**src/rtl/sram_host_port.sv**
```systemverilog
// sram_host_port
//   Bridges a request/grant host port to a single-port SRAM that has a
//   registered read (data valid one cycle after the request). Every grant
//   produces exactly one response, in grant order. Responses go through a
//   2-entry FIFO, so the host can stall with host_rready_i=0. A credit check
//   limits outstanding work (FIFO entries plus the access in flight) to two.
//
// Ports
//   clk_i, rst_i                  clock, synchronous active-high reset
//   host_req_i / host_gnt_o       request valid / accepted this cycle
//   host_we_i, host_addr_i        write flag, word address
//   host_be_i, host_wdata_i       byte enables, write data
//   host_rvalid_o / host_rready_i response handshake
//   host_rdata_o                  response data (read data, or 0 for writes)
//   sram_req_o, sram_write_o      SRAM request / write strobe
//   sram_addr_o, sram_wdata_o     SRAM address / write data
//   sram_wmask_o                  SRAM per-bit write mask
//   sram_rdata_i                  SRAM read data, one cycle after the request
//
// Configuration
//   SRAM_HOST_BYTE_MASK_EN  when defined, each bit of sram_wmask_o follows the
//                           byte enable of its byte. Otherwise the mask is all
//                           ones and host_be_i is ignored.

module sram_host_port #(
  parameter int Width = 32,
  parameter int Depth = 1 << 15,
  localparam int Aw         = $clog2(Depth),
  localparam int WidthBytes = Width >> 3
) (
  input  logic                  clk_i,
  input  logic                  rst_i,
  input  logic                  host_req_i,
  output logic                  host_gnt_o,
  input  logic                  host_we_i,
  input  logic [Aw-1:0]         host_addr_i,
  input  logic [WidthBytes-1:0] host_be_i,
  input  logic [Width-1:0]      host_wdata_i,
  output logic                  host_rvalid_o,
  input  logic                  host_rready_i,
  output logic [Width-1:0]      host_rdata_o,
  output logic                  sram_req_o,
  output logic                  sram_write_o,
  output logic [Aw-1:0]         sram_addr_o,
  output logic [Width-1:0]      sram_wdata_o,
  output logic [Width-1:0]      sram_wmask_o,
  input  logic [Width-1:0]      sram_rdata_i
);

  typedef enum logic [1:0] {
    EMPTY = 2'd0,
    ONE   = 2'd1,
    FULL  = 2'd2
  } fifo_state_e;

  fifo_state_e      fifo_state;
  logic [Width-1:0] fifo_mem [2];
  logic             wr_ptr;
  logic             rd_ptr;
  logic             inflight;
  logic             inflight_we;

  logic             pop;
  logic             push;
  logic [Width-1:0] push_data;
  logic [1:0]       fifo_count;
  logic [2:0]       credit_used;

  assign pop        = host_rvalid_o && host_rready_i;
  assign push       = inflight;
  // Writes still return a response so the host sees one response per grant.
  assign push_data  = inflight_we ? '0 : sram_rdata_i;
  assign fifo_count = fifo_state;

  // Entries already queued plus the access still in flight must leave room
  // for the new one; an entry leaving this cycle frees its slot immediately.
  // pop implies fifo_count >= 1, so the subtraction cannot wrap.
  assign credit_used = {1'b0, fifo_count} + {2'b00, inflight} - {2'b00, pop};
  assign host_gnt_o  = host_req_i && !rst_i && (credit_used < 3'd2);

  assign sram_req_o   = host_gnt_o;
  assign sram_write_o = host_we_i;
  assign sram_addr_o  = host_addr_i;
  assign sram_wdata_o = host_wdata_i;

`ifdef SRAM_HOST_BYTE_MASK_EN
  for (genvar i = 0; i < Width; i++) begin : g_wmask
    assign sram_wmask_o[i] = host_be_i[i/8];
  end
`else
  logic unused_be;
  assign unused_be    = ^host_be_i;
  assign sram_wmask_o = '1;
`endif

  // host_rdata_o is a dedicated register that tracks the FIFO head, so the
  // response data never has a combinational path from sram_rdata_i.
  always_ff @(posedge clk_i) begin
    if (rst_i) begin
      fifo_state    <= EMPTY;
      wr_ptr        <= 1'b0;
      rd_ptr        <= 1'b0;
      inflight      <= 1'b0;
      inflight_we   <= 1'b0;
      host_rvalid_o <= 1'b0;
      host_rdata_o  <= '0;
      fifo_mem[0]   <= '0;
      fifo_mem[1]   <= '0;
    end else begin
      inflight <= host_gnt_o;
      if (host_gnt_o) begin
        inflight_we <= host_we_i;
      end

      if (push) begin
        fifo_mem[wr_ptr] <= push_data;
        wr_ptr           <= ~wr_ptr;
      end
      if (pop) begin
        rd_ptr <= ~rd_ptr;
      end

      case ({push, pop})
        2'b10: begin
          host_rvalid_o <= 1'b1;
          if (fifo_state == EMPTY) begin
            fifo_state   <= ONE;
            host_rdata_o <= push_data;
          end else begin
            fifo_state <= FULL;
          end
        end
        2'b01: begin
          if (fifo_state == FULL) begin
            fifo_state    <= ONE;
            host_rvalid_o <= 1'b1;
            host_rdata_o  <= fifo_mem[~rd_ptr];
          end else begin
            fifo_state    <= EMPTY;
            host_rvalid_o <= 1'b0;
          end
        end
        2'b11: begin
          // Count is unchanged; only the head moves.
          if (fifo_state == ONE) begin
            host_rdata_o <= push_data;
          end else begin
            host_rdata_o <= fifo_mem[~rd_ptr];
          end
        end
        default: ;
      endcase
    end
  end

  // The credit check must make an overflowing push impossible.
  a_no_overflow : assert property (@(posedge clk_i) disable iff (rst_i)
    !(push && !pop && fifo_state == FULL));

endmodule

```
**config.mk**
```make
export PLATFORM = sky130hd
export DESIGN_NAME = sram_host_port
export DESIGN_NICKNAME = d
export VERILOG_FILES = /design/src/rtl/sram_host_port.sv
export SDC_FILE = /design/constraint.sdc
export NUM_CORES = 1
export LEC_CHECK = 0
export CORE_MARGIN = 5
export CORE_UTILIZATION = 40
export DETAILED_ROUTE_END_ITERATION = 6
export DONT_BUFFER_PORTS = 1
export GPL_TIMING_DRIVEN = 0
export PLACE_DENSITY = 0.57
export SYNTH_ARGS = -nofsm -noshare
export SYNTH_HDL_FRONTEND = slang
export SYNTH_SLANG_ARGS = --single-unit
```
**constraint.sdc**
```tcl
create_clock -name clk_i -period 7.2 [get_ports clk_i]
set_input_delay 1.44 -clock clk_i [delete_from_list [all_inputs] [get_ports clk_i]]
set_output_delay 1.44 -clock clk_i [all_outputs]
set_load 0.01 [all_outputs]
```
==> impl_metrics.ini, run 1 <==
[floorplanning]
num_rows = 42
coreArea_um2 = 13100
dieArea_um2 = 15700
die_w_um = 125
top_level_ports = 203
initial_core_util_pct = 40.6
die_h_um = 125

[place]
hpwlAfterDp_um = 9410
io_buffers = 0
gp_congestion = 0.767

[timing]
finalClockSkew_ps = 15.8
rsz0062_at_grt = false
hold_viol_final = 0
setup_viol = 0
tns_ps = 0
period_share_pct = 73.4
finalCriticalPeriod_ps = 5280
tightest_slew_ps = 897
fmax_mhz = 189
drv_slew = 0
slew_headroom_pct = 40.2
hold_ws_ps = 509

[final_layout]
n_antenna_cell = 0
nFillCells = 1261
fin_util_pct = 45.9
seq_area_um2 = 2700
nets = 653
multi_input_area_um2 = 1840
drive_above_1_share_pct = 19.2
syn_to_final_growth_pct = 13.0

[clocking]
root_buffer = clkbuf_16
cts_resized = 0
cts.sinks = 103
cts.clk_slew.worst_paths_ps = 70
cts_made_buffers = 9
cts_buffer_depth = 2
cts_max_level = 3
post-cts-setup-buffers = 0
cts_tree = yes
holdBufCountCts = 0
clock_latency_ps = 350

[global_route]
use_met2_pct = 27.7
grt_max_degree = 33
grt_use_met1_pct = 21.2
antenna_found_initial = 0
grt_pass1_wl_um = 20800
grt_overflow_total = 0
grt_pass1_vias = 3665
grtUsageTotal_pct = 16.6
met3_usage_pct = 5.12
grt.busiest_layer = met2

[power]
power_leakage_nw = 2.25
totalPowerFinal_w = 0.00142
ir_drop_uv = 107
powerDensity_nw_per_um2 = 236

[setup_path]
arrival_ps = 3840
required_ps = 5760
crit_type = input port to output port
critPathMaxFanout = 10
cp-start-kind = input port
endpoint_kind = output port

[synth]
synth_seq_cells = 103
seq_area_frac_synth_pct = 50.7
postSynthAreaPerCell_um2 = 10.2
ys_warn_count = 0
syn_inst = 521
synth_edf_count = 64
synthFlopType = edfxtp_1
synthArstFlopShare_pct = 0
syn-cell-area_um2 = 5330
ys_types = 36

[routing]
drt-initial-drc-count = 183
num_vias = 3765
firstDrtPassIters = 7
drc = 1
ant_nets = 0
detail_route.wl_per_cell_um = 18.2
wl_um = 13600
via_per_inst = 5.05

[run_status]
run_status = finished, violations left
violations = design-rule violations

[run]
cap_violations = 0

[hold_path]
min_path_type = register to register
layout make-up:
cell class	count	share of cell area, %
flip-flops and latches	103	44.9
multi-input cells	294	30.6
plain buffers	121	13.1
clock buffers	9	3.74
well taps	176	3.65
inverters	34	2.12
clock inverters	7	1.50
repair buffers	1	0.457
cell usage in the layout, fill, tap and decap left out, types with 2 or more instances in the layout:
| cell type | count |
|---|---|
| xnor2_1 | 3 |
| clkbuf_16 | 9 |
| o21a_1 | 32 |
| edfxtp_1 | 64 |
| a21oi_1 | 4 |
| clkbuf_1 | 33 |
| inv_6 | 3 |
| nand2_1 | 3 |
| buf_4 | 82 |
| dfxtp_1 | 39 |
| inv_1 | 34 |
| nand4b_1 | 2 |
| o21ai_0 | 3 |
| nor3_1 | 2 |
| conb_1 | 32 |
| clkinv_4 | 2 |
| nor2_1 | 67 |
| o32ai_1 | 32 |
| a2111oi_0 | 32 |
| buf_6 | 3 |
| buf_2 | 3 |
| nand2b_1 | 32 |
| nor2b_1 | 33 |
metrics by stage:
step / std cells / instance area, um^2 / setup slack, ps
after floorplan: 552 / 5450 / 2470
after global placement: 728 / 5670 / 1920
after detailed placement: 729 / 5710 / 1860
after CTS: 745 / 6030 / 1860
after global routing: 745 / 6030 / 1640
final: 745 / 6030 / 1920
per-layer routing:
layer / share of wire (%) / wire [um]
met1: 42 / 5640
met2: 48 / 6570
met3: 9.3 / 1270
met4: 0.77 / 104
met5: 0 / 0
state kept, by name (all words and copies together) (netlist names):
| register | flops |
|---|---|
| fifo_count | 2 |
| host_rdata_o | 32 |
| inflight | 1 |
| wr_ptr | 1 |
| rd_ptr | 1 |
| fifo_mem | 64 |
| host_rvalid_o | 1 |
| inflight_we | 1 |
synthesized netlist by cell type (4+ instances only):
library cell	number	area share, %
o32ai_1	32	5.3
buf_4	82	12
edfxtp_1	64	36
nand2b_1	33	3.9
clkbuf_1	33	2.3
inv_1	34	2.4
o21a_1	32	4.5
a21oi_1	4	0.38
nor2_1	67	4.7
dfxtp_1	39	15
nor2b_1	33	3.9
a2111oi_0	32	5.3
cell families (layout without fill, tap and decap cells):
| logic type | after synthesis | after routing | share of synthesized area (%) |
|---|---|---|---|
| xor gates and xnor gates | 4 | 4 | 0.657 |
| DFF | 103 | 103 | 50.7 |
| and+or+nand+nor | 148 | 148 | 14.3 |
| adders and majority gates | 1 | 1 | 0.375 |
| buffers and inverters | 155 | 172 | 17.2 |
| other | 1 | 32 | 0.0703 |
| AOI/OAI and AO/OA | 109 | 109 | 16.7 |
worst max-delay path, cell delays in order:
cell and delay [ps]:
nand2_1 130, clkbuf_1 380, clkbuf_1 490, nor2_1 150, fa_1 430, xor2_1 180
nor3_1 430, buf_4 220
path summary, 6_finish.rpt:
path                                       from  slack (ps)                       endpoint  cells past startpoint
hold reg to reg   host_rdata_o[26]$_SDFFE_PP0P_         510  host_rdata_o[26]$_SDFFE_PP0P_                      2
setup reg to reg     host_rvalid_o$_SDFFE_PP0P_        4060       inflight_we$_SDFFE_PP0P_                      9
setup / recovery                  host_rready_i        1920                     sram_req_o                      8
hold / removal    host_rdata_o[26]$_SDFFE_PP0P_         510  host_rdata_o[26]$_SDFFE_PP0P_                      2
power breakdown:
| group | internal [W] | switching (W) | total [W] | leakage (nW) |
|---|---|---|---|---|
| registers | 0.000672 | 0.0000291 | 0.000701 | 0.987 |
| clock network | 0.000278 | 0.000239 | 0.000517 | 0.154 |
| logic | 0.0000854 | 0.000117 | 0.000203 | 1.11 |
| total | 0.00104 | 0.000385 | 0.00142 | 2.25 |
Power figures use the tool's default switching activity.
==> run 2, diff against run 1 <==
--- a/config.mk
+++ b/config.mk
@@ -5,6 +5,7 @@
 export SDC_FILE = /design/constraint.sdc
 export NUM_CORES = 1
 export LEC_CHECK = 0
+export ABC_AREA = 1
 export CORE_MARGIN = 5
 export CORE_UTILIZATION = 40
 export DETAILED_ROUTE_END_ITERATION = 6
==> constraint.sdc (replaced) <==
create_clock -name clk_i -period 5.22 [get_ports clk_i]
set_input_delay 1.044 -clock clk_i [delete_from_list [all_inputs] [get_ports clk_i]]
set_output_delay 1.044 -clock clk_i [all_outputs]
set_load 0.01 [all_outputs]
==> run 2 against run 1 <==
Clock-buffer cell count increased by 1. Clock skew fell by 7.9 ps. Critical endpoint unchanged. The flow now finishes without violations. Area after synthesis up 14%. Clock power rose by 29%. Cell count up 32%.
==> impl_metrics.ini, run 2 <==
[setup_path]
r2r_slack_ps = 3060
crit_cells = 8
r2r_end = fifo_mem[0][10]$_SDFFCE_PN0P_
cp_cell_sequence = nand2_2, nor2_1, a21boi_0, fa_1, nand2_1, nor2_1, and2_1, buf_4
crit_end = sram_req_o
cp_common_cell = nor2_1
r2r_cells = 5
critPathTopFamily = simple AND/OR/NAND/NOR gates
crit_start = host_rready_i
crit_type = input port to output port
r2r-start = inflight$_SDFF_PP0_
required_ps = 4180
arrival_ps = 2590
timing.critical_path.buf_inv = 1
endpoint_kind = output port
critPathSlowestCell = fa_1
cpPeakStageDelay_ps = 500
critPathMaxFanout = 8
cp-start-kind = input port

[synth]
synth.largest_area_cell = edfxtp_1
synthArstFlopShare_pct = 0
synth_edf_count = 64
postSynthAreaPerCell_um2 = 8.15
synthTopCellsByCount = nand2_1, inv_1, nor2_1
synth_seq_cells = 103
syn-cell-area_um2 = 6100
synth_top_cell_area_share_pct = 31.5
seq_area_frac_synth_pct = 44.3
ys_warn_count = 0
yosysMostFrequentCell = nand2_1
synthFlopType = edfxtp_1
syn_inst = 749
synth_area_leaders = edfxtp_1, dfxtp_1, buf_4, nand2_1, inv_1
ys_types = 31

[floorplanning]
die_h_um = 134
die_w_um = 134
initial_core_util_pct = 40.5
top_level_ports = 203
coreArea_um2 = 15100
dieArea_um2 = 17800
num_rows = 45

[routing]
drc = 0
drt-initial-drc-count = 258
num_vias = 4388
via_per_inst = 4.46
detail_route.wl_per_cell_um = 14.2
wl_um = 13900
firstDrtPassIters = 4
ant_nets = 0

[place]
gp_congestion = 0.751
dpl.cell_count = 968
hpwlAfterDp_um = 9990
io_buffers = 0
dpl_cell_area_um2 = 6460

[final_layout]
stdcell_area_um2 = 6750
drive_above_1_share_pct = 25.6
nets = 880
final_cell_mix = nand2_1, inv_1, nor2_1
syn_to_final_growth_pct = 10.6
largest_reg_flops = 64
final_common_cell = nand2_1
fin_util_pct = 44.7
n_antenna_cell = 0
largest_register = fifo_mem
stdcell_count = 984

[timing]
finalClockSkew_ps = 7.92
slew_headroom_pct = 41.3
period_share_pct = 69.6
setup_viol = 0
rsz0062_at_grt = false
finalCriticalPeriod_ps = 3640
hold_viol_final = 0
tns_ps = 0
drv_slew = 0
hold_ws_ps = 496
fmax_mhz = 275
tightest_slew_ps = 877

[clocking]
cts_tree = yes
cts.sinks = 103
root_buffer = clkbuf_16
holdBufCountCts = 0
cts_buffer_depth = 2
cts_made_buffers = 9
clock_latency_ps = 350
cts_max_level = 3
post-cts-setup-buffers = 0
cts.clk_slew.worst_paths_ps = 70
cts_resized = 0

[global_route]
met3_usage_pct = 5.14
grt_use_met1_pct = 18.4
grtUsageTotal_pct = 15.6
use_met2_pct = 26.5
grt_max_degree = 33
grt_overflow_total = 0
grt_pass1_wl_um = 21800
grt.busiest_layer = met2
antenna_found_initial = 0
grt_pass1_vias = 4231

[power]
powerDensity_nw_per_um2 = 308
power_leakage_nw = 3.29
ir_drop_uv = 174

[run_status]
run_status = completed

[hold_path]
min_path_type = register to register

[run]
cap_violations = 0
==> run 2: cell count changes after synthesis, sizes merged, moves of 19 or more <==
cell / before / now
nand2: 3 / 174
inv: 34 / 133
nand3: 1 / 69
nor2: 67 / 103
nand2b: 33 / 0
nor2b: 33 / 0
a2111oi: 32 / 0
o21a: 32 / 0
o32ai: 32 / 0
a21oi: 4 / 35
clkbuf: 33 / 10
buf: 88 / 107
==> run 2: power breakdown <==
part / leakage, nW / switching, W / internal, W / total [W]
sequential: 0.985 / 0.0000593 / 0.000939 / 0.000999
combinational: 2.16 / 0.000251 / 0.000162 / 0.000413
clock: 0.142 / 0.000297 / 0.000370 / 0.000667
total: 3.29 / 0.000607 / 0.00147 / 0.00208
==> run 2: area by class of cell <==
cell class,count,area (um^2)
tap,188,235
sequential,103,2700
inverter,135,514
multi-input combinational,425,2050
fill,1507,8340
buffer,117,956
clock buffer,10,229
clock inverter,6,61.3
==> run 2: kinds of logic after synthesis <==
kind of cell / count (synthesis) / synth area share, %
simple gates: 350 / 27.5
buf+inv: 252 / 24.1
flops: 103 / 44.3
compound gates: 41 / 3.59
xor+xnor: 1 / 0.143
fa+ha+maj: 1 / 0.328
other cells: 1 / 0.0614
==> run 2: metal layers <==
metal | vias to the layer above | share of wire (%) | wire length, um
met2 | 147 | 49 | 6880
li1 | 2240 | - | -
met3 | 15 | 8.3 | 1150
met5 | - | 0 | 0
met1 | 1986 | 41 | 5690
met4 | 0 | 1.5 | 214
==> run 2: worst min-delay path by stage <==
stage | start | end | depth (start not counted)
2_1_floorplan | wr_ptr$_SDFFE_PP0P_ | wr_ptr$_SDFFE_PP0P_ | 2
3_3_place_gp | wr_ptr$_SDFFE_PP0P_ | wr_ptr$_SDFFE_PP0P_ | 2
3_5_place_dp | wr_ptr$_SDFFE_PP0P_ | wr_ptr$_SDFFE_PP0P_ | 2
4_1_cts | wr_ptr$_SDFFE_PP0P_ | wr_ptr$_SDFFE_PP0P_ | 2
5_1_grt | wr_ptr$_SDFFE_PP0P_ | wr_ptr$_SDFFE_PP0P_ | 2
6_report | wr_ptr$_SDFFE_PP0P_ | wr_ptr$_SDFFE_PP0P_ | 2
==> run 2: per-stage QoR <==
step	total power, W	worst slack (ps)
after CTS	0.00210	1560
after global placement	0.00143	1600
after detailed placement	0.00144	1560
final	0.00208	1580
after global routing	0.00219	1460
after floorplan	0.00134	1710
==> run 2: worst register-to-register path, stage by stage (launching register included) <==
cell and delay [ps]:
dfxtp_1 500, inv_2 110, nor2_1 100, nand2_1 160, buf_2 250, nand2_2 640
